File: config.mk
export PLATFORM = sky130hd
export DESIGN_NAME = demux_dist
export DESIGN_NICKNAME = d
export VERILOG_FILES = /design/src/rtl/demux_dist.sv
export SDC_FILE = /design/constraint.sdc
export NUM_CORES = 1
export LEC_CHECK = 0
export CORE_ASPECT_RATIO = 1.1
export CORE_MARGIN = 4
export CORE_UTILIZATION = 40
export DETAILED_ROUTE_END_ITERATION = 10
export PLACE_DENSITY = 0.78
export SLEW_MARGIN = 20
export SYNTH_ARGS = -nofsm -noshare
export SYNTH_HDL_FRONTEND = slang
export SYNTH_SLANG_ARGS = --single-unit
File: constraint.sdc
create_clock -name clk -period 1.55 [get_ports clk]
set_input_delay 0.2325 -clock clk [delete_from_list [all_inputs] [get_ports clk]]
set_output_delay 0.2325 -clock clk [all_outputs]
set_load 0.02 [all_outputs]
File: src/rtl/demux_dist.sv
// demux_dist: distributes one input word per cycle to NCH registered output channels.
// Round-robin mode and the rr_ptr register are compiled in only with DEMUX_DIST_RR_EN.
module demux_dist #(
  parameter int WIDTH = 7,
  parameter int NCH = 2,
  localparam int SELW = (NCH > 1) ? $clog2(NCH) : 1
) (
  input  logic                 clk,
  input  logic                 rst_n,
  input  logic [WIDTH-1:0]     in_data,
  input  logic                 in_valid,
  output logic                 in_ready,
  input  logic [SELW-1:0]      sel,
  input  logic                 mode,
  output logic [NCH*WIDTH-1:0] out_data,
  output logic [NCH-1:0]       out_valid,
  input  logic [NCH-1:0]       out_ready,
  output logic                 sel_err
);
  logic [NCH-1:0][WIDTH-1:0] data_q, data_d, data_vis;
  logic [NCH-1:0] full_q, full_d, hit;
  logic [SELW-1:0] tgt;
  logic sel_mode, acc, sel_err_q, sel_err_d;
`ifdef DEMUX_DIST_RR_EN
  logic [SELW-1:0] rr_q, rr_d;
  assign sel_mode = ~mode;
  assign tgt = mode ? rr_q : sel;
  assign rr_d = (mode && acc) ? ((32'(rr_q) == NCH - 1) ? '0 : rr_q + SELW'(1)) : rr_q;
  always_ff @(posedge clk or negedge rst_n)
    if (!rst_n) rr_q <= '0;
    else rr_q <= rr_d;
`else
  logic unused_mode;
  assign unused_mode = mode;
  assign sel_mode = 1'b1;
  assign tgt = sel;
`endif
  // An out-of-range target matches no channel, so in_ready falls to 0 naturally.
  always_comb begin
    hit = '0;
    full_d = full_q;
    data_d = data_q;
    data_vis = '0;
    for (int k = 0; k < NCH; k++) hit[k] = 32'(tgt) == k;
    in_ready = rst_n && |(hit & (~full_q | out_ready));
    acc = in_valid && in_ready;
    for (int k = 0; k < NCH; k++) begin
      full_d[k] = (acc && hit[k]) || (full_q[k] && !out_ready[k]);
      data_d[k] = (acc && hit[k]) ? in_data : data_q[k];
      data_vis[k] = full_q[k] ? data_q[k] : '0;
    end
    sel_err_d = in_valid && sel_mode && (32'(sel) >= NCH);
  end
  always_ff @(posedge clk or negedge rst_n)
    if (!rst_n) begin
      full_q <= '0;
      data_q <= '0;
      sel_err_q <= 1'b0;
    end else begin
      full_q <= full_d;
      data_q <= data_d;
      sel_err_q <= sel_err_d;
    end
  assign out_data = data_vis;
  assign out_valid = full_q;
  assign sel_err = sel_err_q;
endmodule

* Yosys cells after proc, flatten, opt, wreduce, memory -nomap -nowiden
Index checks and enable logic that the tools add are counted.
Operators by class: order comparisons 0, equality and inequality tests 0, mux-type cells 2, shift-type cells 0, divide/modulo/power cells 0, reduce and logical (&&, ||, !) cells 11, multiply operators 0, add/sub/neg operators 0, bitwise operators 4
Operators by type and width (count):
- 7-bit 2-to-1 mux | 2
- 1-bit logical AND | 6
- 2-bit AND | 1
- 1-bit zero test | 2
- 1-bit logical OR | 2
- 2-bit NOT | 1
- 2-bit OR | 1
- 2-bit OR reduction | 1
- 1-bit NOT | 1
Storage, ports and cells: bits in latches 0, logic and storage cells 20, bits in writable memories 0, output and inout bits 18, ROM bits 0, memories 0, bits in registers 16

* Depth between registers and ports, before layout
Gate-level depths: netlist (run 1).
depth after elaboration 8, gate-level depth with buffers 4, depth with buffers taken out 3

* Worst setup path after synthesis (run 1)
No wires, ideal clock.
kind register to register, from register full_q[0] (netlist: out_valid[0]), to register data_q[0] (netlist name), setup slack 0.148 ns, arrival time 1.277 ns, cell stages (with the launch flop) 4, period minus slack after synthesis 1.402 ns, path through dfrtp_1 -> nand2b_2 -> nor3b_4 -> mux2_2
Between the ends: word-level cells in the longest chain between the ends 7
Ends and longest elaborated chain:
- start, declared | line 21 | logic [NCH-1:0] full_q, full_d, hit;
- start signal, assigned | line 60 | full_q <= full_d;
- 2-bit NOT | line 45 | in_ready = rst_n && |(hit & (~full_q | out_ready));
- 2-bit OR | line 45
- 2-bit AND | line 45
- 2-bit OR reduction | line 45
- 1-bit logical AND | line 45
- 1-bit logical AND | line 46 | acc = in_valid && in_ready;
- 1-bit logical AND | line 49 | data_d[k] = (acc && hit[k]) ? in_data : data_q[k];
- end signal, assigned | line 61 | data_q <= data_d;
- end, declared | line 20 | logic [NCH-1:0][WIDTH-1:0] data_q, data_d, data_vis;
No other way between the ends. A chain may end at the register's enable or synchronous reset.

* Worst setup path in the final report (run 1)
from register full_q[1] (netlist: out_valid[1]), to output port out_data[11]
Between the ends: word-level cells in the longest chain between the ends 1
Ends and longest elaborated chain:
- 7-bit 2-to-1 mux | line 50 | data_vis[k] = full_q[k] ? data_q[k] : '0;
- end, declared | line 15 | output logic [NCH*WIDTH-1:0] out_data,
No other way between the ends.

==> results of run 1 <==
==> power groups by stage <==
stage | registers [mW] | clock network (mW) | logic (mW)
final | 0.533 | 0.207 | 0.282
after global routing | 0.544 | 0.233 | 0.305
after CTS | 0.534 | 0.213 | 0.291
after detailed placement | 0.543 | 0 | 0.312
after global placement | 0.537 | 0 | 0.307
after floorplan | 0.539 | 0 | 0.162
==> flip-flops by register name (all words and copies together) (netlist names) <==
name	flops
data_q	14
out_valid	2
==> layout by cell type, fill, tap and decap left out <==
| master | netlist | routed |
|---|---|---|
| buf_2 | 0 | 2 |
| nor2b_1 | 2 | 2 |
| nand2_1 | 2 | 2 |
| buf_4 | 1 | 8 |
| dlymetal6s2s_1 | 0 | 1 |
| conb_1 | 1 | 1 |
| dlygate4sd2_1 | 0 | 4 |
| clkdlybuf4s50_1 | 0 | 11 |
| mux2_2 | 14 | 14 |
| dfrtp_1 | 16 | 16 |
| clkdlybuf4s15_1 | 0 | 6 |
| nand3_1 | 1 | 1 |
| clkdlybuf4s15_2 | 0 | 1 |
| and2_1 | 7 | 7 |
| clkbuf_4 | 0 | 3 |
| and2_2 | 7 | 7 |
| nand2b_1 | 1 | 1 |
| clkbuf_2 | 0 | 4 |
| mux2i_1 | 1 | 1 |
| o21ai_0 | 1 | 1 |
| nor3b_4 | 1 | 1 |
| nand2b_2 | 1 | 1 |
==> worst paths after layout <==
kind                       slack (ns)                endpoint              startpoint  depth (start not counted)
hold reg to reg                  0.50   data_q[2]$_DFFE_PN0P_   data_q[2]$_DFFE_PN0P_                          1
setup / recovery                 0.05            out_data[11]  out_valid[1]$_DFF_PN0_                          3
min in group clk                 0.35  out_valid[1]$_DFF_PN0_                   rst_n                          3
hold / removal                   0.04   data_q[2]$_DFFE_PN0P_                   rst_n                          2
max in group asynchronous        1.32  data_q[13]$_DFFE_PN0P_                   rst_n                          2
setup reg to reg                 0.15   data_q[4]$_DFFE_PN0P_  out_valid[0]$_DFF_PN0_                          5
==> repair_timing <==
item,in CTS,in global routing
endpoints found under the setup margin,17,13
resized for setup,27,13
hold buffers,0,0
==> cell families after synthesis <==
logic type	synth area share
mux	0.223
buf+inv	0.0250
simple gates	0.207
compound gates	0.00666
flops	0.533
other cells	0.00500
==> routing by layer <==
| metal | up-vias | track usage | wire [um] |
|---|---|---|---|
| li1 | 263 | - | - |
| met4 | 0 | 0.0853 | 44 |
| met3 | 5 | 0.0310 | 101 |
| met2 | 24 | 0.228 | 738 |
| met1 | 260 | 0.157 | 663 |
| met5 | - | 0 | 0 |
==> cell type report <==
type	count	share of cell area
Sequential cell	16	0.365
Multi-Input combinational cell	39	0.303
Timing Repair Buffer	37	0.291
Clock buffer	3	0.0205
Tap cell	18	0.0205
==> stage by stage <==
step	utilization	instances	setup TNS [ns]	worst slack [ns]	hold slack [ns]
2_1_floorplan	-	57	0	0.148	-0.0631
5_1_grt	0.615	113	0	0.00104	0.0630
4_1_cts	0.628	113	0	0.00749	0.407
6_report	0.615	113	0	0.0498	0.0402
3_3_place_gp	0.620	110	-2.38	-0.310	0.481
3_5_place_dp	0.620	110	-2.79	-0.299	0.488
==> worst max-delay path: cells and delay by family, from the launching register on <==
kind | cells | cell delay, ns
buffers and inverters | 2 | 0.47
AND/OR/NAND/NOR | 1 | 0.13
flip-flops | 1 | 0.39
==> cell usage after synthesis <==
master    instances  area share
and2_1            7       0.058
and2_2            7       0.070
buf_4             1       0.010
buf_6             1       0.015
conb_1            1      0.0050
dfrtp_1          16        0.53
mux2_2           14        0.21
mux2i_1           1       0.013
nand2_1           2       0.010
nand2b_1          1      0.0083
nand2b_2          1       0.012
nand3_1           1      0.0067
nor2b_1           2       0.017
nor3b_4           1       0.025
o21ai_0           1      0.0067
==> reports/qor.txt, run 1 <==
Final worst path period share = 0.968
H-tree Lvls = 1
Total Power = 1.02 mW
Layout overhead on the synthesized area = 46.0%
Final #Nets = 111
CP required = 1.32 ns
Initial drt markers = 1
Layout cells sized above 1 = 0.432
Hold Violations, Final = 0
Total Wirelength = 1.55 mm
# IOs = 32
Warnings, synthesis = 0
Crit-path cells = buf_4, and2_1, dlygate4sd2_1
Endpoints failing setup = 0
Cells after synthesis = 57
Initial antenna violation count = 0
Core Region = 0.00178 mm^2
Post-synthesis sequential area ratio = 0.533
First-pass GRT wire length = 2.55 mm
Slowest CP cell = dfrtp_1
WP data arrival = 1.27 ns
CTS Buf Count = 3
ANT nets after route = 0
Antenna diode count = 0
Routability-driven placement congestion ratio = 0.722
Worst setup path category = flip-flop to output port
Setup Fix Bufs, Post-CTS = 0
FF+latch area = 400 um^2
Peak Freq = 667 MHz
Clk slew on worst S/H paths = 0.09 ns
GRT Util Overall = 0.136
RSZ-0062 raised after global routing = no
Clock power share = 0.202
Pint = 746 uW
Max incr delay on CP = 0.39 ns
Fill cells = 146
Syn avg cell area = 13.2 um^2
Via/cell ratio = 4.88
VDD IR-drop max = 0.674 mV
Yosys cell types = 15
Min Tclk post-route = 1.50 ns
CP max FO = 8
Max cap viols = 0
Tightest Hold Check Type = primary input to asynchronous set/reset pin
Chip height = 53.4 um
Status = complete, no violations
P_sw = 275 uW
Max-slew violation total from the final report = 0
CP Capture Type = output port
FF+latch count, synth = 16
Die ar. = 0.00263 mm^2
Largest net degree at the start of global routing = 17
Mapped Area = 751 um^2
Multi-input logic area = 332 um^2
Detailed-route via count = 552
Vias in the first global route = 552
Drc violations = 0
Syn_nets = 71
Clock root buffer master = clkbuf_4
Later-pin clock latency in the skew report = 0.28 ns
Clock skew = 0.00935 ns
Design area = 0.00110 mm^2
Clock Tree Buf Depth = 2
Sequential Power Share = 0.522
Lkg Pwr = 0.522 nW
Row Count = 16
Logic pwr share = 0.276
Hpwl dp = 1.22 mm
Grt total ovfl = 0
Area after DPL = 0.00110 mm^2
Sw Share = 0.270
Clock Sinks = 16
PD cells = 932 mW/mm^2
Die Width = 49.3 um
Routed WL per cell = 13.7 um
Initial Util = 0.421
CTS tree = done
DR pass1 iterations = 4
IO buf count = 29
CP Launch Type = flip-flop
No activity file was read; power rests on OpenSTA's default activity.
==> run 2, diff against run 1 <==
--- a/config.mk
+++ b/config.mk
@@ -10,6 +10,7 @@
 export CORE_UTILIZATION = 40
 export DETAILED_ROUTE_END_ITERATION = 10
 export PLACE_DENSITY = 0.78
+export SKIP_CTS_REPAIR_TIMING = 1
 export SLEW_MARGIN = 20
 export SYNTH_ARGS = -nofsm -noshare
 export SYNTH_HDL_FRONTEND = slang
==> run 2 against run 1 <==
Effect of this change:
- sequential cell count unchanged
- critical path depth up 2
- maximum frequency increased by 1.0%
- clock power is 2% lower
- global-route usage decreased by 0.18 points
- combinational power up 5%
- setup slack better by 0.015 ns
- wire length decreased by 0.71%
- clock skew down 0.00096 ns
- highest routed layer unchanged
==> reports/qor.txt, run 2 (synthesis results as in run 1) <==
Endpoints failing setup = 0 (unchanged)
Non-filler instance count after layout = 113 (unchanged)
Initial drt markers = 2 (was 1)
Min Tclk post-route = 1.49 ns (was 1.50 ns)
Post-Place Worst Slack = -0.299 ns (unchanged)
Final #Nets = 111 (unchanged)
Row Count = 16 (unchanged)
Lkg Pwr = 0.749 nW (was 0.522 nW)
Hpwl dp = 1.22 mm (unchanged)
Design area = 0.00116 mm^2 (was 0.00110 mm^2)
Die Width = 49.3 um (unchanged)
Fin worst setup slack = 0.0649 ns (was 0.0498 ns)
Final worst path period share = 0.958 (was 0.968)
ANT nets after route = 0 (unchanged)
Grt total ovfl = 0 (unchanged)
Hold Violations, Final = 0 (unchanged)
CP delay by family, top = buffers and inverters (unchanged)
Status = complete, no violations (unchanged)
CP bufs+invs = 2 (unchanged)
Clk slew on worst S/H paths = 0.09 ns (about the same)
Clock skew = 0.00839 ns (was 0.00935 ns)
Hold WS = 0.418 ns (was 0.0402 ns)
Total Power = 1.03 mW (was 1.02 mW)
# IOs = 32 (unchanged)
DR pass1 iterations = 4 (unchanged)
Max cap viols = 0 (unchanged)
GRT Util Overall = 0.134 (was 0.136)
Placed cell count = 110 (unchanged)
R2R setup slack = 0.15 ns (about the same)
Routability-driven placement congestion ratio = 0.722 (unchanged)
CTS tree = done (unchanged)
Area after DPL = 0.00110 mm^2 (unchanged)
VDD IR-drop max = 0.678 mV (was 0.674 mV)
Tightest Hold Check Type = primary input to asynchronous set/reset pin (unchanged)
Initial Util = 0.421 (unchanged)
Later-pin clock latency in the skew report = 0.28 ns (about the same)
Worst setup path category = primary input to flip-flop (was flip-flop to output port)
Layout cells sized above 1 = 0.368 (was 0.432)
Total Wirelength = 1.54 mm (was 1.55 mm)
CP max FO = 4 (was 8)
Clock Sinks = 16 (unchanged)
Core Region = 0.00178 mm^2 (unchanged)
Clock root buffer master = clkbuf_4 (unchanged)
CP startpoint = rst_n (was out_valid[1]$_DFF_PN0_)
Max-slew violation total from the final report = 0 (unchanged)
Max incr delay on CP = 0.56 ns (was 0.39 ns)
Largest net degree at the start of global routing = 17 (unchanged)
First-pass GRT wire length = 2.53 mm (was 2.55 mm)
Top reg by flops = data_q (unchanged)
H-tree Lvls = 1 (unchanged)
CP required = 1.71 ns (was 1.32 ns)
Antenna diode count = 0 (unchanged)
WP data arrival = 1.64 ns (was 1.27 ns)
Most frequent cells in the layout = dfrtp_1 (16), dlymetal6s2s_1 (16), mux2_2 (14) (was dfrtp_1 (16), mux2_2 (14), clkdlybuf4s50_1 (11))
PD cells = 889 mW/mm^2 (was 932 mW/mm^2)
Via/cell ratio = 4.88 (about the same)
Slowest CP cell = clkdlybuf4s50_1 (was dfrtp_1)
IO buf count = 29 (unchanged)
Clock Tree Buf Depth = 2 (unchanged)
Detailed-route via count = 551 (was 552)
RSZ-0062 raised after global routing = no (unchanged)
CP Capture Type = flip-flop (was output port)
CP Launch Type = primary input (was flip-flop)
CTS Buf Count = 3 (unchanged)
Vias in the first global route = 551 (was 552)
Reg-to-Reg Start = out_valid[0]$_DFF_PN0_ (unchanged)
Initial antenna violation count = 0 (unchanged)
Drc violations = 0 (unchanged)
Routed WL per cell = 13.6 um (was 13.7 um)
Die ar. = 0.00263 mm^2 (unchanged)
Crit-path cells = clkdlybuf4s50_1, nand2_1, nor3b_4, buf_4, mux2_2 (was buf_4, and2_1, dlygate4sd2_1)
Peak Freq = 673 MHz (was 667 MHz)
Chip height = 53.4 um (unchanged)
Max reg flops = 14 (unchanged)
Layout overhead on the synthesized area = 54.8% (was 46.0%)
run 2: cell count changes in the layout (fill, tap and decap cells not counted):
| cell | delta |
|---|---|
| buf_2 | -2 |
| clkbuf_2 | -3 |
| clkdlybuf4s15_1 | -6 |
| clkdlybuf4s15_2 | -1 |
| clkdlybuf4s50_1 | +1 |
| dlygate4sd2_1 | -4 |
| dlymetal6s2s_1 | +15 |
run 2: cell type report:
cell class / instances / area [um^2]
timing repair buffer: 37 / 385
fill: 133 / 619
clock buffer: 3 / 22.5
tap: 18 / 22.5
multi-input combinational: 39 / 332
sequential: 16 / 400
run 2: stage by stage:
step                setup TNS [ns]   util
floorplan                        0      -
global placement             -2.38  0.620
detailed placement           -2.79  0.620
CTS                          -3.59  0.633
global route                     0  0.652
finish                           0  0.652
run 2: worst paths after layout:
check | end | cells past startpoint
setup / recovery | data_q[4]$_DFFE_PN0P_ | 5
hold / removal | out_valid[1]$_DFF_PN0_ | 2
setup reg to reg | data_q[4]$_DFFE_PN0P_ | 5
hold reg to reg | data_q[2]$_DFFE_PN0P_ | 1
max in group asynchronous | data_q[13]$_DFFE_PN0P_ | 2
min in group clk | data_q[2]$_DFFE_PN0P_ | 1
run 2: metal layers:
layer  vias up  global-route usage  routed length [um]  share of wire
li1        263                   -                   -              -
met1       265               0.155                 710           0.46
met2        21               0.223                 730           0.47
met3         2              0.0310                  75          0.049
met4         0              0.0853                  21          0.014
met5         -                   0                   0              0
run 2: report_power, final:
part	switching (mW)	total (mW)	internal, mW
logic	0.122	0.297	0.175
clock network	0.113	0.203	0.0899
registers	0.0351	0.533	0.498
==> run 3, diff against run 2 <==
--- a/config.mk
+++ b/config.mk
@@ -8,8 +8,9 @@
 export CORE_ASPECT_RATIO = 1.1
 export CORE_MARGIN = 4
 export CORE_UTILIZATION = 40
+export CTS_CLUSTER_SIZE = 8
 export DETAILED_ROUTE_END_ITERATION = 10
-export PLACE_DENSITY = 0.78
+export PLACE_DENSITY = 0.88
 export SKIP_CTS_REPAIR_TIMING = 1
 export SLEW_MARGIN = 20
 export SYNTH_ARGS = -nofsm -noshare
==> run 3 against run 2 <==
Effect of this change:
- clock skew is 0.0073 ns lower
- first-iteration DRC count grew to 2.5 times the previous value
- cell area grew 0.65%
- hold slack lost 0.042 ns
- setup slack improved by 0.026 ns
- critical path type is now flip-flop to output port
- largest power group unchanged
==> reports/qor.txt, run 3 (synthesis results as in run 1) <==
M1 GR Usage = 0.150 (was 0.155)
Met2 Use GR = 0.232 (was 0.223)
Via/cell ratio = 4.97 (was 4.88)
Placed cell count = 111 (was 110)
Layout overhead on the synthesized area = 55.8% (was 54.8%)
H-tree Lvls = 1 (unchanged)
Slowest CP cell = dfrtp_1 (was clkdlybuf4s50_1)
Crit-path cells = buf_4, and2_2, dlymetal6s2s_1 (was clkdlybuf4s50_1, nand2_1, nor3b_4, buf_4, mux2_2)
Grt total ovfl = 0 (unchanged)
Later-pin clock latency in the skew report = 0.28 ns (about the same)
Routed WL per cell = 14.4 um (was 13.6 um)
IO buf count = 29 (unchanged)
FF+latch area = 400 um^2 (unchanged)
Pint = 765 uW (was 763 uW)
Hold Violations, Final = 0 (unchanged)
Total Wirelength = 1.65 mm (was 1.54 mm)
Clock Sinks = 16 (unchanged)
Largest net degree at the start of global routing = 17 (unchanged)
Most frequent cells in the layout = dfrtp_1 (16), dlymetal6s2s_1 (16), mux2_2 (14) (unchanged)
CP max FO = 4 (unchanged)
Multi-input logic area = 332 um^2 (unchanged)
Total negative slack = 0 ns (unchanged)
Fin worst setup slack = 0.0912 ns (was 0.0649 ns)
Max-slew violation total from the final report = 0 (unchanged)
P_sw = 279 uW (was 271 uW)
Die Width = 49.3 um (unchanged)
# IOs = 32 (unchanged)
Clock Tree Buf Depth = 2 (unchanged)
Vias in the first global route = 591 (was 551)
Chip height = 53.4 um (unchanged)
Lkg Pwr = 0.754 nW (was 0.749 nW)
PD cells = 893 mW/mm^2 (was 889 mW/mm^2)
Detailed-route via count = 567 (was 551)
Die ar. = 0.00263 mm^2 (unchanged)
Max cap viols = 0 (unchanged)
Area after DPL = 0.00111 mm^2 (was 0.00110 mm^2)
Global routing's busiest layer = met2 (unchanged)
Drc violations = 0 (unchanged)
Max incr delay on CP = 0.43 ns (was 0.56 ns)
CP Launch Type = flip-flop (was primary input)
Layout cells sized above 1 = 0.375 (was 0.368)
Sw Share = 0.267 (was 0.262)
Top reg by flops = data_q (unchanged)
Hpwl dp = 1.27 mm (was 1.22 mm)
R2R setup slack = 0.18 ns (was 0.15 ns)
Min Tclk post-route = 1.46 ns (was 1.49 ns)
RSZ-0062 raised after global routing = no (unchanged)
Final #Nets = 112 (was 111)
Core Util, Final = 0.657 (was 0.652)
Tightest Hold Check Type = primary input to asynchronous set/reset pin (unchanged)
Peak Freq = 685 MHz (was 673 MHz)
Design area = 0.00117 mm^2 (was 0.00116 mm^2)
Final worst path period share = 0.941 (was 0.958)
Max reg flops = 14 (unchanged)
Routability-driven placement congestion ratio = 0.669 (was 0.722)
First-pass GRT wire length = 2.58 mm (was 2.53 mm)
GRT Util Overall = 0.136 (was 0.134)
Initial antenna violation count = 0 (unchanged)
Sequential Power Share = 0.511 (was 0.516)
Clk slew on worst S/H paths = 0.09 ns (about the same)
Met3 Use GR = 0.0394 (was 0.0310)
Core Region = 0.00178 mm^2 (unchanged)
Non-filler instance count after layout = 114 (was 113)
Worst setup path category = flip-flop to output port (was primary input to flip-flop)
Initial drt markers = 5 (was 2)
Clock skew = 0.00113 ns (was 0.00839 ns)
ANT nets after route = 0 (unchanged)
Antenna diode count = 0 (unchanged)
Post-Place Worst Slack = -0.307 ns (was -0.299 ns)
VDD IR-drop max = 0.603 mV (was 0.678 mV)
WP data arrival = 1.23 ns (was 1.64 ns)
DR pass1 iterations = 4 (unchanged)
Status = complete, no violations (unchanged)
CP Capture Type = output port (was flip-flop)
Row Count = 16 (unchanged)
Total Power = 1.04 mW (was 1.03 mW)
CP required = 1.32 ns (was 1.71 ns)
Hold WS = 0.376 ns (was 0.418 ns)
Initial Util = 0.421 (unchanged)
CTS Buf Count = 3 (unchanged)
Endpoints failing setup = 0 (unchanged)
Clock root buffer master = clkbuf_4 (unchanged)
Fill cells = 141 (was 133)
Clock power share = 0.201 (was 0.197)
CTS tree = done (unchanged)
Logic pwr share = 0.288 (about the same)
==> run 3: cell count changes in the layout (fill, tap and decap cells not counted), sizes merged <==
| cell | delta |
|---|---|
| buf | +1 |
==> run 3: cell type report <==
class,instances,area share
tap,18,0.0193
sequential,16,0.342
multi-input combinational,39,0.283
clock buffer,3,0.0193
timing repair buffer,38,0.336
==> run 3: layer usage <==
| layer | part of all wire | wire length, um |
|---|---|---|
| met1 | 0.42 | 694 |
| met5 | 0 | 0 |
| met4 | 0.0085 | 14 |
| met3 | 0.057 | 93 |
| met2 | 0.51 | 844 |
==> run 3: critical path: cells and delay by family, from the launching register on <==
kind,cells,cell delay [ns]
and+or+nand+nor,1,0.16
buffers and inverters,2,0.36
DFF,1,0.43
==> run 3: worst paths after layout <==
| kind | startpoint | end | cells after the start |
|---|---|---|---|
| worst max-delay path | out_valid[0]$_DFF_PN0_ | out_data[4] | 3 |
| worst min-delay path | rst_n | out_valid[1]$_DFF_PN0_ | 2 |
| worst max register to register | out_valid[1]$_DFF_PN0_ | data_q[8]$_DFFE_PN0P_ | 5 |
| worst min register to register | data_q[1]$_DFFE_PN0P_ | data_q[1]$_DFFE_PN0P_ | 1 |
| max in group asynchronous | rst_n | data_q[9]$_DFFE_PN0P_ | 2 |
| min in group clk | data_q[1]$_DFFE_PN0P_ | data_q[1]$_DFFE_PN0P_ | 1 |
==> run 3: power groups by stage <==
| stage | combinational (mW) | clock, mW | sequential [mW] |
|---|---|---|---|
| 2_1_floorplan | 0.162 | 0 | 0.539 |
| 3_3_place_gp | 0.307 | 0 | 0.538 |
| 3_5_place_dp | 0.314 | 0 | 0.544 |
| 4_1_cts | 0.315 | 0.222 | 0.535 |
| 5_1_grt | 0.328 | 0.237 | 0.544 |
| 6_report | 0.301 | 0.209 | 0.534 |
